### src/rtl/ps2_cursor_ctrl_if.sv
// ps2_cursor_ctrl_if: scancode byte stream in, cursor position and action pulses out.
interface ps2_cursor_ctrl_if #(
  parameter int GRID_W = 5,
  parameter int GRID_H = 5
);
  localparam int XW = $clog2(GRID_W);
  localparam int YW = $clog2(GRID_H);
  logic [7:0]    d;
  logic          en;
  logic [XW-1:0] x;
  logic [YW-1:0] y;
  logic          moved;
  logic          enter;
  logic          quit;
  logic [5:0]    key_held;
  logic          err;
  modport master (output d, en, input x, y, moved, enter, quit, key_held, err);
  modport slave (input d, en, output x, y, moved, enter, quit, key_held, err);
endinterface

### src/rtl/ps2_cursor_ctrl.sv
// ps2_cursor_ctrl: PS/2 scancode decoder driving a wrapping/clamping grid cursor.
// Optional macro REPEAT_FILTER_EN suppresses typematic repeats of an already-held key.
module ps2_cursor_ctrl #(
  parameter int GRID_W = 5,
  parameter int GRID_H = 5,
  parameter bit WRAP   = 1'b1
) (
  input logic             clk,
  input logic             reset,
  ps2_cursor_ctrl_if.slave bus
);
  localparam int XW = $clog2(GRID_W);
  localparam int YW = $clog2(GRID_H);
  localparam logic [XW-1:0] XMAX = XW'(GRID_W - 1);
  localparam logic [YW-1:0] YMAX = YW'(GRID_H - 1);
  typedef enum logic [1:0] {IDLE, EXT, BRK, EXT_BRK} state_e;
  state_e        state_q, state_d;
  logic [XW-1:0] x_q, x_d, x_dec, x_inc;
  logic [YW-1:0] y_q, y_d, y_dec, y_inc;
  logic [5:0]    held_q, held_d, key_sel;
  logic          moved_q, moved_d, enter_q, enter_d, quit_q, quit_d, err_q, err_d;
  logic          is_e0, is_f0, is_pfx, ext, make, brk, act;
  assign is_e0  = bus.d == 8'hE0;
  assign is_f0  = bus.d == 8'hF0;
  assign is_pfx = is_e0 || is_f0;
  assign ext    = state_q == EXT || state_q == EXT_BRK;
  // bit order {quit, enter, right, left, down, up}; quit exists only in plain form
  assign key_sel = {bus.d == 8'h15 && !ext, bus.d == 8'h5A, bus.d == 8'h74,
                    bus.d == 8'h6B, bus.d == 8'h72, bus.d == 8'h75};
  always_comb begin
    state_d = state_q;
    err_d   = 1'b0;
    make    = 1'b0;
    brk     = 1'b0;
    if (bus.en) begin
      case (state_q)
        IDLE: begin
          if (is_e0) state_d = EXT;
          else if (is_f0) state_d = BRK;
          else make = 1'b1;
        end
        EXT: begin
          if (is_f0) state_d = EXT_BRK;
          else if (is_e0) err_d = 1'b1;
          else begin
            make    = 1'b1;
            state_d = IDLE;
          end
        end
        default: begin
          state_d = IDLE;
          err_d   = is_pfx;
          brk     = !is_pfx;
        end
      endcase
    end
  end
`ifdef REPEAT_FILTER_EN
  assign act = make && !(|(key_sel & held_q));
`else
  assign act = make;
`endif
  always_comb begin
    x_dec   = x_q == '0 ? (WRAP ? XMAX : '0) : x_q - XW'(1);
    x_inc   = x_q == XMAX ? (WRAP ? '0 : XMAX) : x_q + XW'(1);
    y_dec   = y_q == '0 ? (WRAP ? YMAX : '0) : y_q - YW'(1);
    y_inc   = y_q == YMAX ? (WRAP ? '0 : YMAX) : y_q + YW'(1);
    x_d     = act && key_sel[2] ? x_dec : act && key_sel[3] ? x_inc : x_q;
    y_d     = act && key_sel[0] ? y_dec : act && key_sel[1] ? y_inc : y_q;
    held_d  = make ? held_q | key_sel : brk ? held_q & ~key_sel : held_q;
    moved_d = x_d != x_q || y_d != y_q;
    enter_d = act && key_sel[4];
    quit_d  = act && key_sel[5];
  end
  always_ff @(posedge clk) begin
    if (reset) begin
      state_q <= IDLE;
      x_q     <= '0;
      y_q     <= '0;
      held_q  <= '0;
      moved_q <= 1'b0;
      enter_q <= 1'b0;
      quit_q  <= 1'b0;
      err_q   <= 1'b0;
    end else begin
      state_q <= state_d;
      x_q     <= x_d;
      y_q     <= y_d;
      held_q  <= held_d;
      moved_q <= moved_d;
      enter_q <= enter_d;
      quit_q  <= quit_d;
      err_q   <= err_d;
    end
  end
  assign bus.x        = x_q;
  assign bus.y        = y_q;
  assign bus.key_held = held_q;
  assign bus.moved    = moved_q;
  assign bus.enter    = enter_q;
  assign bus.quit     = quit_q;
  assign bus.err      = err_q;
endmodule

### src/flat_wrapper.sv
// flat-port wrapper written by rule: the top's interface ports become plain ports
module ps2_cursor_ctrl_flat 
#(
  parameter int GRID_W = 5,
  parameter int GRID_H = 5,
  parameter bit WRAP   = 1'b1
)
  (clk, reset, bus_d, bus_en, bus_x, bus_y, bus_moved, bus_enter, bus_quit, bus_key_held, bus_err);
  ps2_cursor_ctrl_if #(.GRID_W(GRID_W), .GRID_H(GRID_H)) bus_i ();
  input logic clk;
  input logic reset;
  input wire logic [$bits(bus_i.d)-1:0] bus_d;
  input wire logic [$bits(bus_i.en)-1:0] bus_en;
  output wire logic [$bits(bus_i.x)-1:0] bus_x;
  output wire logic [$bits(bus_i.y)-1:0] bus_y;
  output wire logic [$bits(bus_i.moved)-1:0] bus_moved;
  output wire logic [$bits(bus_i.enter)-1:0] bus_enter;
  output wire logic [$bits(bus_i.quit)-1:0] bus_quit;
  output wire logic [$bits(bus_i.key_held)-1:0] bus_key_held;
  output wire logic [$bits(bus_i.err)-1:0] bus_err;
  assign bus_i.d = bus_d;
  assign bus_i.en = bus_en;
  assign bus_x = bus_i.x;
  assign bus_y = bus_i.y;
  assign bus_moved = bus_i.moved;
  assign bus_enter = bus_i.enter;
  assign bus_quit = bus_i.quit;
  assign bus_key_held = bus_i.key_held;
  assign bus_err = bus_i.err;
  ps2_cursor_ctrl #(.GRID_W(GRID_W), .GRID_H(GRID_H), .WRAP(WRAP)) u_core (.clk(clk), .reset(reset), .bus(bus_i));
endmodule
### config.mk
export PLATFORM = sky130hd
export DESIGN_NAME = ps2_cursor_ctrl_flat
export DESIGN_NICKNAME = d
export VERILOG_FILES = /design/src/rtl/ps2_cursor_ctrl_if.sv /design/src/rtl/ps2_cursor_ctrl.sv /design/src/flat_wrapper.sv
export SDC_FILE = /design/constraint.sdc
export NUM_CORES = 1
export LEC_CHECK = 0
export BUFFER_PORTS_ARGS = -buffer_cell sky130_fd_sc_hd__buf_2
export CAP_MARGIN = 10
export CORE_AREA = 2 2 52 54
export CTS_CLUSTER_SIZE = 14
export DETAILED_ROUTE_END_ITERATION = 10
export DIE_AREA = 0 0 54 56
export GPL_TIMING_DRIVEN = 0
export PLACE_DENSITY = 0.72
export SYNTH_ARGS = -nofsm -noshare
export SYNTH_HDL_FRONTEND = slang
export SYNTH_SLANG_ARGS = --single-unit
### constraint.sdc
create_clock -name clk -period 3.25 [get_ports clk]
set_input_delay 0.4875 -clock clk [delete_from_list [all_inputs] [get_ports clk]]
set_output_delay 0.4875 -clock clk [all_outputs]
set_load 0.02 [all_outputs]
Word-level counts from Yosys, hierarchy flattened
Index checks and enable logic that the tools add are counted.
Widths: inputs -> output; s select.
{ "totals": {"reg_bits": 18, "input_bits": 11, "output_inout_bits": 16} }
{ "op_classes": {"n_mux": 26, "reduce_logical": 19, "add_sub_neg": 4, "eq_ne": 16, "bitwise_logic": 4} }
{ "ops": {"columns": ["operator", "count"], "rows": [
  ["$eq 8x7->1 const B", 5],
  ["$mux 3", 8],
  ["$eq 8x8->1 const B", 2],
  ["$mux 6", 2],
  ["$mux 1", 9],
  ["$eq 8x5->1 const B", 1],
  ["$mux 2", 4],
  ["$logic_and 1x1->1", 7],
  ["$add 3x1->3 const B", 2],
  ["$and 6x6->6", 1],
  ["$eq 3x3->1 const B", 2],
  ["$logic_not 3->1", 2],
  ["$ne 3x3->1", 2],
  ["$not 6->6", 1],
  ["$or 6x6->6", 1],
  ["$sub 3x1->3 const B", 2],
  ["$pmux 1 s2", 2],
  ["$pmux 2 s2", 1],
  ["$reduce_or 2->1", 2],
  ["$logic_or 1x1->1", 3],
  ["$ne 3x1->1 const B", 1],
  ["$ne 3x3->1 const B", 1],
  ["$reduce_and 3->1", 1],
  ["$eq 2x1->1 const B", 1],
  ["5 further kinds", 6]
]} }

Longest topological paths before layout
{ "depth": {"ltp_word": 10, "mapped_depth": 8, "mapped_depth_nobuf": 8} }

Least setup slack after synthesis
Ideal clock, no wire load.
{ "synth_timing": {"path_kind": "reg2reg", "from": "reg u_core.x_q[1], in the netlist u_core.bus.x[1]", "to": "reg u_core.x_q[2], in the netlist u_core.bus.x[2]", "synth_period_minus_slack_ns": 2.014, "path_slack_ns": 1.236, "stages_incl_launch_ff": 7, "t_arrival_ns": 1.925, "setup_time_ns": 0.088, "n_path_buf": 0, "cell_sequence": "dfxtp_1 -> inv_1 -> ha_1 -> ha_1 -> or4b_1 -> and3_1 -> a311oi_2"} }
{ "synth_between": {"elab_chain_cells": 4} }
{ "synth_lines": {"columns": ["item", "line_no", "text"], "rows": [
  ["start: declaration", "ps2_cursor_ctrl.sv:18", "logic [XW-1:0] x_q, x_d, x_dec, x_inc;"],
  ["start signal: assignment", "ps2_cursor_ctrl.sv:78", "x_q <= '0;"],
  ["start signal: assignment", "ps2_cursor_ctrl.sv:87", "x_q <= x_d;"],
  ["$add 3x1->3 or $eq 3x3->1 (tied branches)", "ps2_cursor_ctrl.sv:65", "x_inc = x_q == XMAX ? (WRAP ? '0 : XMAX) : x_q + XW'(1);"],
  ["$mux 3", "ps2_cursor_ctrl.sv:65", null],
  ["$mux 3", "ps2_cursor_ctrl.sv:68", "x_d = act && key_sel[2] ? x_dec : act && key_sel[3] ? x_inc : x_q;"],
  ["$mux 3 *", "ps2_cursor_ctrl.sv:68", null]
]} }
Mark *: on every way between the ends. The rest lies on a longest branch, timed or not.
A chain may end at the register's enable or synchronous reset.

Final worst setup path
{ "layout_timing": {"from": "reg u_core.x_q[1], in the netlist u_core.bus.x[1]", "to": "reg u_core.moved_q, in the netlist u_core.bus.moved"} }
{ "layout_between": {"elab_chain_cells": 6} }
{ "layout_lines": {"columns": ["item", "line_no", "text"], "rows": [
  ["$add 3x1->3 or $eq 3x3->1 (tied branches)", "ps2_cursor_ctrl.sv:65", null],
  ["$mux 3", "ps2_cursor_ctrl.sv:65", null],
  ["$mux 3 (2 in series)", "ps2_cursor_ctrl.sv:68", null],
  ["$ne 3x3->1 *", "ps2_cursor_ctrl.sv:71", "moved_d = x_d != x_q || y_d != y_q;"],
  ["$logic_or 1x1->1 *", "ps2_cursor_ctrl.sv:71", null],
  ["end signal: assignment", "ps2_cursor_ctrl.sv:90", "moved_q <= moved_d;"],
  ["end: declaration", "ps2_cursor_ctrl.sv:21", "logic moved_q, moved_d, enter_q, enter_d, quit_q, quit_d, err_q, err_d;"]
]} }
Marked as above.

==> impl_summary.txt <==
----------------------------------------------------
[Global routing]
  Largest net degree at the start of global routing ... 11
  Number of global-route vias before repair ... around 1100
  Antenna violations before repair ... 0
  GRT Total Usage ... 20.7%
  Global route total overflow ... 0
  Wire length of the first global-routing pass ... roughly 4800 microns

[Synth]
  Register bit total from synthesis ... 18
  Sequential share of the synthesized area ... 30.1%
  Top_reg_cell synth ... sky130_fd_sc_hd__dfxtp_1
  Top-area cell type share of the netlist area ... a little under a third
  Cell count after synthesis ... 141
  Simple-gate portion of the synthesized area ... 29.3%
  Top cell type by total area after synthesis ... sky130_fd_sc_hd__dfxtp_1
  Synth area leaders ... sky130_fd_sc_hd__dfxtp_1 (30%), sky130_fd_sc_hd__ha_1 (8.4%), sky130_fd_sc_hd__mux2i_1 (5.0%), sky130_fd_sc_hd__a21oi_1 (4.2%), sky130_fd_sc_hd__nor2_1 (3.8%)
  Distinct cell type count after synthesis ... 44
  Synthesized area per cell ... ~8.5 sq um
  Post-Synthesis Net Count ... 160
  Post-Syn Area ... 1200 sq um
  Async S/R FF share, synth ... 0%
  Mux share of post-synthesis cell area ... 5.95%
  Adder-cell area share of the yosys netlist ... 8.35%
  Largest family of logic cells by synthesized area ... simple AND/OR/NAND/NOR gates
  Number of enable flip-flop cells after synthesis ... 0
  Ys Warns ... 0
  Synthesized-area fraction occupied by xor and xnor cells ... 2.92%
  Fraction of the mapped netlist area in compound gates ... 18.4%

[STA]
  Maximum clock skew at final layout ... roughly 1.4 ps
  Final count of pins violating max slew ... 0
  Fin crit share ... 64.2%
  Post-route minimum period ... approximately 2100 ps
  Setup WS post-layout ... ~1200 ps
  F_max ... 479 MHz
  Worst hold-check slack ... around 480 ps
  Relative slew margins ... 62.6%
  Count of endpoints failing hold in the final timing report ... 0
  Setup violation total in the final timing report ... 0
  Worst-Margin Slew ... about 560 ps
  Setup total negative slack ... 0 ps
  RSZ-0062 raised after global routing ... no

[Floorplan]
  Ports ... 27
  Die footprint ... around 3000 sq um
  Die extent in y ... around 56 microns
  Initial core utilization ... 49.3%
  Core area ... 2430 sq um
  Row count ... 18
  Die Wd ... 54 microns

[Clock network]
  Total of cells resized after clock tree synthesis ... 0
  Buffers from clock root to sink, at most ... 2
  H-tree lvl count ... 1
  Number of buffers inserted for hold repair after clock tree synthesis ... 0
  Clock buffer count from CTS ... 3
  TritonCTS clock tree ... done
  Master cell of the clock root buffer ... sky130_fd_sc_hd__clkbuf_4
  Clock latency on the worst-skew pair ... 290 ps
  Num Clock Sinks ... 18
  Clock Pin Slew Worst Setup and Hold Paths ... 100 ps
  Buffers inserted during post-CTS setup optimization ... 0

[Routing]
  Via total after detailed routing ... between 1000 and 1500
  Routed via count divided by cell count ... slightly below 6
  Residual antenna-violating net count after detailed routing ... 0
  Post-detailed-route wirelength per cell ... roughly 14 microns
  Remaining DRCs ... 0
  First-pass iteration count of the detailed router ... 4
  Routed Wire Length ... 2770 microns
  Number of DRC markers after the initial detailed-route iteration ... 21

[Cells and area]
  Layout filler cell count ... 233
  Inserted Diodes ... 0
  Fraction of final layout cells with drive strength greater than 1 ... 19.5%
  Leading cell types in the layout, fill and taps excluded ... sky130_fd_sc_hd__buf_2 (25), sky130_fd_sc_hd__dfxtp_1 (18), sky130_fd_sc_hd__nor2_1 (12), sky130_fd_sc_hd__inv_1 (10), sky130_fd_sc_hd__a21oi_1 (10)
  Area added between synthesis and finish ... 15.4%
  Finished Core Util ... between 50% and 60%
  Post-route insts no fill ... 199
  Finished layout cell area ... 1380 sq um
  Number of nets in the finished design ... 190
  Most frequent standard cell in the layout excluding fill and tap cells ... sky130_fd_sc_hd__buf_2

[Worst setup path]
  Cell family contributing the most delay on the critical path ... compound AO/OA/AOI/OAI gates
  Most used cell along the critical path ... sky130_fd_sc_hd__ha_1
  Slowest stage delay, CP ... 530 ps
  Required @ worst endpoint ... between 3000 and 4000 ps
  Crit path cell chain ... inv_1 -> ha_1 -> ha_1 -> a2111oi_0 -> a21oi_1 -> a32oi_1 -> a41oi_1
  Crit path buffers/inverters ... 1
  Critical path peak fanout ... 5
  Worst Setup Path Type ... reg2reg
  Worst Setup End Kind ... register
  Crit path DAT ... 2240 ps
  Slowest cell on crit path ... sky130_fd_sc_hd__a2111oi_0
  Startpoint class of the critical path ... register

[Flow run]
  Number of max-cap violations ... 0

[Place]
  Post-placement setup slack ... 1060 ps
  HPWL after detailed placement ... between 2000 and 2500 microns
  Inst Count DP ... ~200
  Final Wtd Congestion ... 0.880
  Number of buffers inserted by port buffering ... 25
  Area after detailed placement ... approximately 1400 sq um

[Status]
  Status ... completed

[Power]
  Worst-case vdd ir drop ... 224 uV
  Power density normalized to cell area ... 279 nW/um^2
  Reported leakage power ... 0.623 nW
  Sum of internal, switching and leakage power ... roughly 0.39 mW

[Worst hold path]
  Path category of the worst min-delay check ... in2reg

----------------------------------------------------
[cells by family (layout without fill, tap and decap cells)]
logic type	after synthesis	count (layout)
simple gates	58	58
compound gates	31	31
flops	18	18
buf+inv	15	43
fa+ha+maj	8	8
mux	7	7
xor+xnor	4	4
[power breakdown]
| group | switching (mW) | internal (mW) | total [mW] |
|---|---|---|---|
| clock network | 0.0657 | 0.0431 | 0.109 |
| registers | 0.00307 | 0.222 | 0.225 |
| logic | 0.0326 | 0.0198 | 0.0524 |
[cell type report]
type,count,area [sq um],share of cell area [%]
Tap cell,30,37.5,2.71
Buffer,5,22.5,1.63
Multi-Input combinational cell,108,778,56.2
Sequential cell,18,360,26.0
Inverter,10,37.5,2.71
Timing Repair Buffer,25,125,9.04
Clock buffer,3,22.5,1.63
[Yosys cell counts (3+ instances only)]
library cell	instances
sky130_fd_sc_hd__nor3_1	4
sky130_fd_sc_hd__a211oi_1	3
sky130_fd_sc_hd__a311oi_1	3
sky130_fd_sc_hd__o21ai_0	3
sky130_fd_sc_hd__ha_1	8
sky130_fd_sc_hd__xor2_1	3
sky130_fd_sc_hd__nand3_1	8
sky130_fd_sc_hd__mux2i_1	6
sky130_fd_sc_hd__nor2_1	12
sky130_fd_sc_hd__and3_1	4
sky130_fd_sc_hd__clkbuf_1	4
sky130_fd_sc_hd__dfxtp_1	18
sky130_fd_sc_hd__inv_1	10
sky130_fd_sc_hd__nand2_1	6
sky130_fd_sc_hd__nor2b_1	7
sky130_fd_sc_hd__a21oi_1	10
[path summary, 6_finish.rpt]
check	start	end	slack, ps	depth (start not counted)
setup / recovery	u_core.bus.x[1]	u_core.bus.moved	1160	7
hold / removal	bus_en	u_core.state_q[0]	480	2
setup reg to reg	u_core.bus.x[1]	u_core.bus.moved	1160	7
hold reg to reg	register	register	490	2
[metal layers]
layer  wire length [microns]  track usage, %
met5                       0               0
met4                      47            8.21
met3                      96            2.42
met2                    1340            32.9
met1                    1290            27.8
Power figures use the tool's default switching activity.
